`config.mk`:
```
export PLATFORM = sky130hd
export DESIGN_NAME = inst_sequencer
export DESIGN_NICKNAME = d
export VERILOG_FILES = /design/src/rtl/inst_seq_pkg.sv /design/src/rtl/inst_sequencer_ack_timer.sv /design/src/rtl/inst_sequencer.sv
export SDC_FILE = /design/constraint.sdc
export NUM_CORES = 1
export LEC_CHECK = 0
export BUFFER_PORTS_ARGS = -buffer_cell sky130_fd_sc_hd__buf_2
export CORE_MARGIN = 2
export CORE_UTILIZATION = 41
export CTS_CLUSTER_SIZE = 28
export DETAILED_ROUTE_END_ITERATION = 10
export GPL_TIMING_DRIVEN = 0
export PLACE_DENSITY = 0.74
export SKIP_LAST_GASP = 1
export SLEW_MARGIN = 15
export SYNTH_ARGS = -nofsm -noshare
export SYNTH_HDL_FRONTEND = slang
export SYNTH_SLANG_ARGS = --single-unit
```
`constraint.sdc`:
```
create_clock -name clk -period 1.6 [get_ports clk]
set_input_delay 0.24 -clock clk [delete_from_list [all_inputs] [get_ports clk]]
set_output_delay 0.24 -clock clk [all_outputs]
set_load 0.005 [all_outputs]
```
`src/rtl/inst_seq_pkg.sv`:
```
// Shared types for the instruction sequencer: FSM state encoding and default write-data seed.
package inst_seq_pkg;

  typedef enum logic [1:0] {
    S_IDLE  = 2'd0,
    S_FETCH = 2'd1,
    S_REQ   = 2'd2,
    S_DONE  = 2'd3
  } state_t;

  localparam logic [31:0] WDATA_SEED_DEF = 32'hA5A5_0000;

  // Width of the timeout down-counter, which is loaded with ACK_TIMEOUT-1.
  function automatic int tmr_w(input int t);
    return (t < 3) ? 1 : $clog2(t);
  endfunction

endpackage

```
`src/rtl/inst_sequencer_ack_timer.sv`:
```
// ack_timer: loadable down-counter; o_expired is high once the count has run down to zero.
module ack_timer #(
  parameter int W = 8
) (
  input  logic         clk,
  input  logic         rst,
  input  logic         i_load,
  input  logic [W-1:0] i_load_val,
  input  logic         i_en,
  output logic         o_expired
);

  logic [W-1:0] r_cnt;

  assign o_expired = (r_cnt == '0);

  always_ff @(posedge clk) begin
    if (rst)                    r_cnt <= '0;
    else if (i_load)            r_cnt <= i_load_val;
    else if (i_en && !o_expired) r_cnt <= r_cnt - 1'b1;
  end

endmodule

```
`src/rtl/inst_sequencer.sv`:
```
// Replays a ROM of {valid, write, addr} entries as cache requests, one at a time.
// Optional statistics outputs are enabled by defining INST_SEQ_STATS_EN.
module inst_sequencer
  import inst_seq_pkg::*;
#(
  parameter int                INDEX_W     = 4,
  parameter int                ADDR_W      = 32,
  parameter int                DATA_W      = 32,
  parameter logic [DATA_W-1:0] WDATA_SEED  = DATA_W'(WDATA_SEED_DEF),
  parameter int                ACK_TIMEOUT = 255
) (
  input  logic               clk,
  input  logic               rst,
  input  logic               start,
  output logic [INDEX_W-1:0] index,
  input  logic               inst_valid,
  input  logic               inst_write,
  input  logic [ADDR_W-1:0]  inst_addr,
  output logic               cache_en,
  output logic               cache_we,
  output logic [ADDR_W-1:0]  cache_addr,
  output logic [DATA_W-1:0]  cache_din,
  input  logic               cache_ack,
  input  logic [DATA_W-1:0]  cache_dout,
  output logic [DATA_W-1:0]  rdata_last,
  output logic               busy,
  output logic               done,
  output logic               error
`ifdef INST_SEQ_STATS_EN
  ,
  output logic [15:0]        req_cnt,
  output logic [15:0]        wr_cnt,
  output logic [31:0]        stall_cnt
`endif
);

  localparam int          TW     = tmr_w(ACK_TIMEOUT);
  localparam bit          TMO_EN = (ACK_TIMEOUT != 0);
  localparam logic [TW-1:0] TLOAD = TW'((ACK_TIMEOUT == 0) ? 0 : ACK_TIMEOUT - 1);

  state_t              r_state, w_nxt;
  logic [INDEX_W-1:0]  r_index;
  logic                r_en, r_we, r_busy, r_done, r_error;
  logic [ADDR_W-1:0]   r_addr;
  logic [DATA_W-1:0]   r_din, r_rdata;
  logic                w_go, w_issue, w_ack_ok, w_tmo, w_fin, w_last;
  logic                w_tmr_exp, w_expired;

  assign w_last    = (r_index == {INDEX_W{1'b1}});
  assign w_expired = TMO_EN & w_tmr_exp;
  assign w_fin     = (w_nxt == S_DONE) && (r_state != S_DONE);

  ack_timer #(.W(TW)) u_timer (
    .clk       (clk),
    .rst       (rst),
    .i_load    (w_issue),
    .i_load_val(TLOAD),
    .i_en      (r_state == S_REQ),
    .o_expired (w_tmr_exp)
  );

  always_ff @(posedge clk) begin
    if (rst) r_state <= S_IDLE;
    else     r_state <= w_nxt;
  end

  // An ack in the same cycle the timer expires takes priority: the request succeeds.
  always_comb begin
    w_nxt    = r_state;
    w_go     = 1'b0;
    w_issue  = 1'b0;
    w_ack_ok = 1'b0;
    w_tmo    = 1'b0;
    case (r_state)
      S_IDLE, S_DONE: if (start) begin
        w_go  = 1'b1;
        w_nxt = S_FETCH;
      end
      S_FETCH: if (inst_valid) begin
        w_issue = 1'b1;
        w_nxt   = S_REQ;
      end else begin
        w_nxt = S_DONE;
      end
      S_REQ: if (cache_ack) begin
        w_ack_ok = 1'b1;
        w_nxt    = w_last ? S_DONE : S_FETCH;
      end else if (w_expired) begin
        w_tmo = 1'b1;
        w_nxt = S_DONE;
      end
      default: w_nxt = S_IDLE;
    endcase
  end

  always_ff @(posedge clk) begin
    if (rst) begin
      r_index <= '0;
      r_en    <= 1'b0;
      r_we    <= 1'b0;
      r_addr  <= '0;
      r_din   <= '0;
      r_rdata <= '0;
      r_busy  <= 1'b0;
      r_done  <= 1'b0;
      r_error <= 1'b0;
    end else begin
      if (w_go) begin
        r_index <= '0;
        r_busy  <= 1'b1;
        r_done  <= 1'b0;
        r_error <= 1'b0;
      end
      if (w_issue) begin
        r_en   <= 1'b1;
        r_we   <= inst_write;
        r_addr <= inst_addr;
        r_din  <= inst_addr[DATA_W-1:0] ^ WDATA_SEED;
      end
      if (w_ack_ok) begin
        r_en <= 1'b0;
        if (!r_we)  r_rdata <= cache_dout;
        if (!w_last) r_index <= r_index + 1'b1;
      end
      if (w_tmo) begin
        r_en    <= 1'b0;
        r_error <= 1'b1;
      end
      if (w_fin) begin
        r_busy <= 1'b0;
        r_done <= 1'b1;
      end
    end
  end

`ifdef INST_SEQ_STATS_EN
  logic [15:0] r_req_cnt, r_wr_cnt;
  logic [31:0] r_stall_cnt;

  always_ff @(posedge clk) begin
    if (rst || w_go) begin
      r_req_cnt   <= '0;
      r_wr_cnt    <= '0;
      r_stall_cnt <= '0;
    end else if (r_state == S_REQ) begin
      if (cache_ack) begin
        if (r_req_cnt != '1)        r_req_cnt <= r_req_cnt + 1'b1;
        if (r_we && r_wr_cnt != '1) r_wr_cnt  <= r_wr_cnt + 1'b1;
      end else if (r_stall_cnt != '1) begin
        r_stall_cnt <= r_stall_cnt + 1'b1;
      end
    end
  end

  assign req_cnt   = r_req_cnt;
  assign wr_cnt    = r_wr_cnt;
  assign stall_cnt = r_stall_cnt;
`endif

  assign index      = r_index;
  assign cache_en   = r_en;
  assign cache_we   = r_we;
  assign cache_addr = r_addr;
  assign cache_din  = r_din;
  assign rdata_last = r_rdata;
  assign busy       = r_busy;
  assign done       = r_done;
  assign error      = r_error;

endmodule

```
; ---- Word-level counts from Yosys, hierarchy flattened
; Index checks and enable logic that the tools add are counted.
; W data, S select, Z words.
[classes]
bitwise = 2
eq_ne = 6
mux = 23
n_reduce_logical = 13
n_addsub = 2
[op_table]
columns = cell, n
row1 = $mux W8, 2
row2 = $mux W1, 13
row3 = $mux W4, 3
row4 = $logic_not A8 Y1, 1
row5 = $mux W2, 4
row6 = $not A8 Y8, 1
row7 = $sub A8 B1 Y8 const B, 1
row8 = $eq A2 B2 Y1 const B, 3
row9 = $pmux W2 S3, 1
row10 = $reduce_bool A2 Y1, 3
row11 = $reduce_or A2 Y1, 3
row12 = $add A4 B1 Y4 const B, 1
row13 = $eq A4 B4 Y1 const B, 1
row14 = $reduce_or A3 Y1, 1
row15 = $eq A2 B1 Y1 const B, 1
row16 = $logic_and A1 B1 Y1, 2
row17 = $logic_not A2 Y1, 1
row18 = $ne A2 B2 Y1 const B, 1
row19 = $reduce_and A2 Y1, 1
row20 = $logic_not A1 Y1, 1
row21 = $not A1 Y1, 1
[word_totals]
regBits = 115

; ---- Depth between registers and ports, before layout
[depth]
word_depth = 7
ltp_mapped = 8
ltp_nobuf = 6

; ---- Hierarchy
; A second synthesis with hierarchy kept.
[unflattened]
hier_cells = 466
hier_area_um2 = 3766.1
[by_module_without_submodules]
columns = mod, n_inst, area_each_um2, cells_each
row1 = inst_sequencer, 1, 3250.6, 407
row2 = ack_timer, 1, 515.5, 59

; ---- Worst setup path after synthesis
; OpenSTA, ideal clock, no wires.
[synth_timing]
kind = flip-flop to flip-flop
startpoint = register u_timer.r_cnt[0]
endpoint = register u_timer.r_cnt[1]
path_slack_ns = -0.136
arrival_ns = 1.666
n_path_buf = 0
synth_period_minus_slack_ns = 1.736
t_required_ns = 1.530
stages_incl_launch_ff = 7
cell_sequence = dfxtp_1 -> inv_1 -> ha_1 -> or4b_4 -> o21ai_1 -> mux2_1 -> a21oi_1
[synth_between]
elab_chain_cells = 4
elab_cells_between_ends = 7
classes_between = 1 x add/sub / 2 x mux / 4 x reduce/logical
[synth_rtl]
columns = item, line
row1 = "start, declared", inst_sequencer_ack_timer.sv:13  ; logic [W-1:0] r_cnt;
row2 = "start signal, assigned", inst_sequencer_ack_timer.sv:19  ; else if (i_load) r_cnt <= i_load_val;
row3 = "start signal, assigned", inst_sequencer_ack_timer.sv:20  ; else if (i_en && !o_expired) r_cnt <= r_cnt - 1'b1;
row4 = branches (longest 4 deep; another with $sub A8 B1 Y8), -
; Several ways; the timed one is not identified. The select of a mux whose other input is x is not followed.
; A chain may end at the register's enable or synchronous reset.

; ---- Worst setup path in the final report
[layout_timing]
startpoint = register u_timer.r_cnt[1]
endpoint = register r_busy, in the netlist busy
[layout_between]
elab_chain_cells = 7
[layout_rtl]
columns = item, line
row1 = $logic_not A8 Y1, inst_sequencer_ack_timer.sv:15  ; assign o_expired = (r_cnt == '0);
row2 = $mux W2, inst_sequencer.sv:88  ; end else if (w_expired) begin
row3 = $mux W2, inst_sequencer.sv:85  ; S_REQ: if (cache_ack) begin
row4 = $pmux W2 S3, inst_sequencer.sv:74  ; case (r_state)
row5 = $eq A2 B2 Y1, inst_sequencer.sv:51  ; assign w_fin = (w_nxt == S_DONE) && (r_state != S_DONE);
row6 = $logic_and A1 B1 Y1, inst_sequencer.sv:51
row7 = $reduce_or A2 Y1 (no line), -
row8 = "end signal, assigned", inst_sequencer.sv:104  ; r_busy <= 1'b0;
row9 = "end signal, assigned", inst_sequencer.sv:110  ; r_busy <= 1'b1;
row10 = "end signal, assigned", inst_sequencer.sv:130  ; r_busy <= 1'b0;
row11 = "end, declared", inst_sequencer.sv:43  ; logic r_en, r_we, r_busy, r_done, r_error;
; Every way passes these cells.

==> impl_metrics.ini <==
[min_path]
timing.hold.worst.start = cache_dout[15]
worst_hold_path_type = input pin to register
hold-path-endpoint = rdata_last[15]
hold-path-cell-count = 3

[clock_network]
numCtsBuffers = 9
clk_pin_slew_worst_paths_ps = 100
clock_latency_ps = 360
postCtsHoldBufs = 0
cts-root-to-sink-buffers = 2
numClockSinks = 91
cts_tree = yes
htree_levels = 3
clockRootBuffer = sky130_fd_sc_hd__clkbuf_8

[drt]
routed_wl_um = 9993
avgRoutedWirePerCell_um = 13.22
drc = 0
drt-pass1-iter-count = 6
route.antenna.remaining_nets = 0
detailedRoute.firstIterationViolations = 123
num_vias = 3652
number_of_vias_per_cell_after_detailed_routing = 4.831

[synthesis]
post-synth-top-area-fraction_pct = 50.16
synth-main-ff-cell = sky130_fd_sc_hd__dfxtp_1
post-synth-top-area-cell = sky130_fd_sc_hd__dfxtp_1
synth-async-reset-ratio_pct = 0
avgSynthCellArea_um2 = 8.072
proportion_of_synthesized_chip_area_in_sequential_cells_pct = 50.16
syn-num-nets = 525
synth.cell_area_um2 = 3632
synth.yosys.warnings = 0
ys_top_cells_by_count = sky130_fd_sc_hd__nand2_1 (137), sky130_fd_sc_hd__dfxtp_1 (91), sky130_fd_sc_hd__a21oi_1 (87)
post_synth_inst_count = 450
synth_area_leaders = sky130_fd_sc_hd__dfxtp_1 (50%), sky130_fd_sc_hd__nand2_1 (14%), sky130_fd_sc_hd__a21oi_1 (12%)
ys_types = 42
yosys_register_bits = 91
post-synth-top-count-cell = sky130_fd_sc_hd__nand2_1
synth_edf_count = 0

[pwr]
max_rail_drop_vdd_v = 0.0006075
internal_power_mw = 4.736
power.share.combinational_pct = 38.7
power_leakage_nw = 2.418
clkPwrFrac_pct = 21.5
switching_share_pct = 35.04
power.density_nw_per_um2 = 1435
flop_pwr_share_pct = 39.8
power_switching_mw = 2.555

[placement]
port_buffers = 173
place_area_um2 = 4687
total_half_perimeter_wirelength_after_legalization_and_detailed_placement_um = 7443
place.gp.congestion = 0.7943

[sta]
hold_violations = 0
pins_over_slew_limit = 0
finalClockSkew_ps = 10.18
max_slew.worst_pin.slew_ps = 577.3
setup-tns-final_ps = -584.1
finalSetupViolations = 7
layout_worst_path_cycle_share_pct = 110.5
final_critical_path_setup_slack_ps = -167.2
max_slew_margin_pct = 61.51
final.min_clock_period_ps = 1767
max_freq_ghz = 0.5659
unrepaired_setup_endpoints_after_global_routing = true

[flow_run]
number_of_maximum_capacitance_violations = 0

[layout]
antenna_cells_inserted = 0
final_cell_area_um2 = 5081
layout-area-overhead-vs-synth_pct = 39.89
drive_above_1_share_pct = 41.98
finalNetCount = 718

[setup_path]
r2r_start = u_timer.r_cnt[1]
crit_end_category = register
critPathMaxFanout = 3
cp_data_required_time_ps = 1840
category_of_the_critical_setup_timing_path = register to register
arrival_ps = 2010
r2r_slack_ps = -170
start_kind = register
reg2reg_to = busy
depth_of_the_worst_register_to_register_path = 6

[global_routing]
leftover_overflow_at_the_end_of_global_routing = 0
number_of_antenna_violations_at_the_first_check_in_global_routing = 0
gr-usage-all-layers_pct = 20.01
grt_pass1_vias = 3337
grt_first_pass_wirelength_um = 15670
grt_start_max_net_pins = 17

[floorplan]
die_area_um2 = 9628
floorplan.rows = 34
die_width_um = 98.12
die_height_um = 98.12
io_pins = 175
start_util_pct = 42.06
area_of_the_core_region_um2 = 8636

[run_status]
violated_checks = negative setup slack
outcome = complete, but fails checks
-- logic make-up after synthesis --
logic type	after synthesis	share of synthesized area, %
adders and majority gates	5	1.722
and+or+nand+nor	186	21.91
AOI/OAI and AO/OA	105	16.09
buffers and inverters	56	8.267
DFF	91	50.16
xor gates and xnor gates	4	0.9644
muxes	3	0.8956
-- power groups by stage --
stage / clock network (mW) / logic (mW) / registers, mW
global placement: 0 / 2.30 / 2.91
detailed placement: 0 / 2.37 / 2.92
floorplan: 0 / 1.61 / 2.91
global route: 1.72 / 3.09 / 2.95
finish: 1.57 / 2.83 / 2.90
CTS: 1.62 / 2.57 / 2.89
-- what timing repair did --
| item | 4_1_cts | 5_1_grt |
|---|---|---|
| setup buffers | 6 | 5 |
| resized for setup | 29 | 19 |
| gates cloned | 0 | 0 |
| pin swaps | 1 | 2 |
| endpoints found under the setup margin | 82 | 82 |
-- registers in the layout, summed over array words and instances (netlist names), 2 cells and up --
register and count:
cache_addr 32, rdata_last 32, u_timer.r_cnt 8, r_state 2, index 4, cache_din 8
-- per-layer routing --
layer  share of wire (%)  wire length (um)  GRT usage [%]  vias to the layer above
met5                   0                 0              0                        -
met2                  50              5006          34.09                      117
li1                    -                 -              -                     1848
met4                 2.0               197          8.547                        0
met1                  42              4221          24.49                     1671
met3                 5.7               568          4.223                       16
-- cells in the final DEF, fill, tap and decap left out, drive strengths merged, types with 2 or more instances in the layout --
cell type	n
nand2b	3
nor2	23
or2	3
inv	9
buf	211
clkbuf	30
xnor2	4
clkinv	2
a2111oi	2
nand2	137
ha	5
a21oi	87
nor3	4
nor4	2
dfxtp	91
nand3	2
o21ai	7
or3	2
o21a	3
or4b	2
mux2	2
-- worst max-delay path by stage --
stage	start	end	slack (ps)	cells past startpoint
2_1_floorplan	u_timer.r_cnt[1]	u_timer.r_cnt[1]	-20	6
3_3_place_gp	r_state[1]	cache_we	-380	7
3_5_place_dp	r_state[1]	cache_addr[30]	-410	7
4_1_cts	u_timer.r_cnt[1]	busy	-140	6
5_1_grt	u_timer.r_cnt[1]	u_timer.r_cnt[1]	-200	6
6_report	u_timer.r_cnt[1]	busy	-170	6
-- critical path: stages, from the launching register on --
cell and delay, ps:
sky130_fd_sc_hd__dfxtp_2 340, sky130_fd_sc_hd__inv_2 80, sky130_fd_sc_hd__ha_4 150, sky130_fd_sc_hd__or4b_4 510
sky130_fd_sc_hd__o21ai_4 150, sky130_fd_sc_hd__a22oi_2 110, sky130_fd_sc_hd__o311a_1 300
-- area by class of cell --
cell class / count / area, um2
Clock buffer: 9 / 123.9
Fill cell: 838 / 3555
Multi-Input combinational cell: 303 / 1632
Timing Repair Buffer: 184 / 948.4
Inverter: 6 / 22.52
Clock inverter: 7 / 73.82
Sequential cell: 91 / 1827
Tap cell: 108 / 135.1
Buffer: 48 / 319.1
-- metrics by stage --
step,hold slack (ps),setup slack (ps),utilization [%],cells,power (mW)
floorplan,376.0,-15.20,-,450,4.522
global placement,438.9,-377.6,54.27,731,5.205
detailed placement,445.3,-412.4,54.27,731,5.294
CTS,88.13,-143.2,57.85,751,7.074
global route,83.49,-201.8,58.84,756,7.760
finish,108.8,-167.2,58.84,756,7.291
No activity file was read; power rests on OpenSTA's default activity.
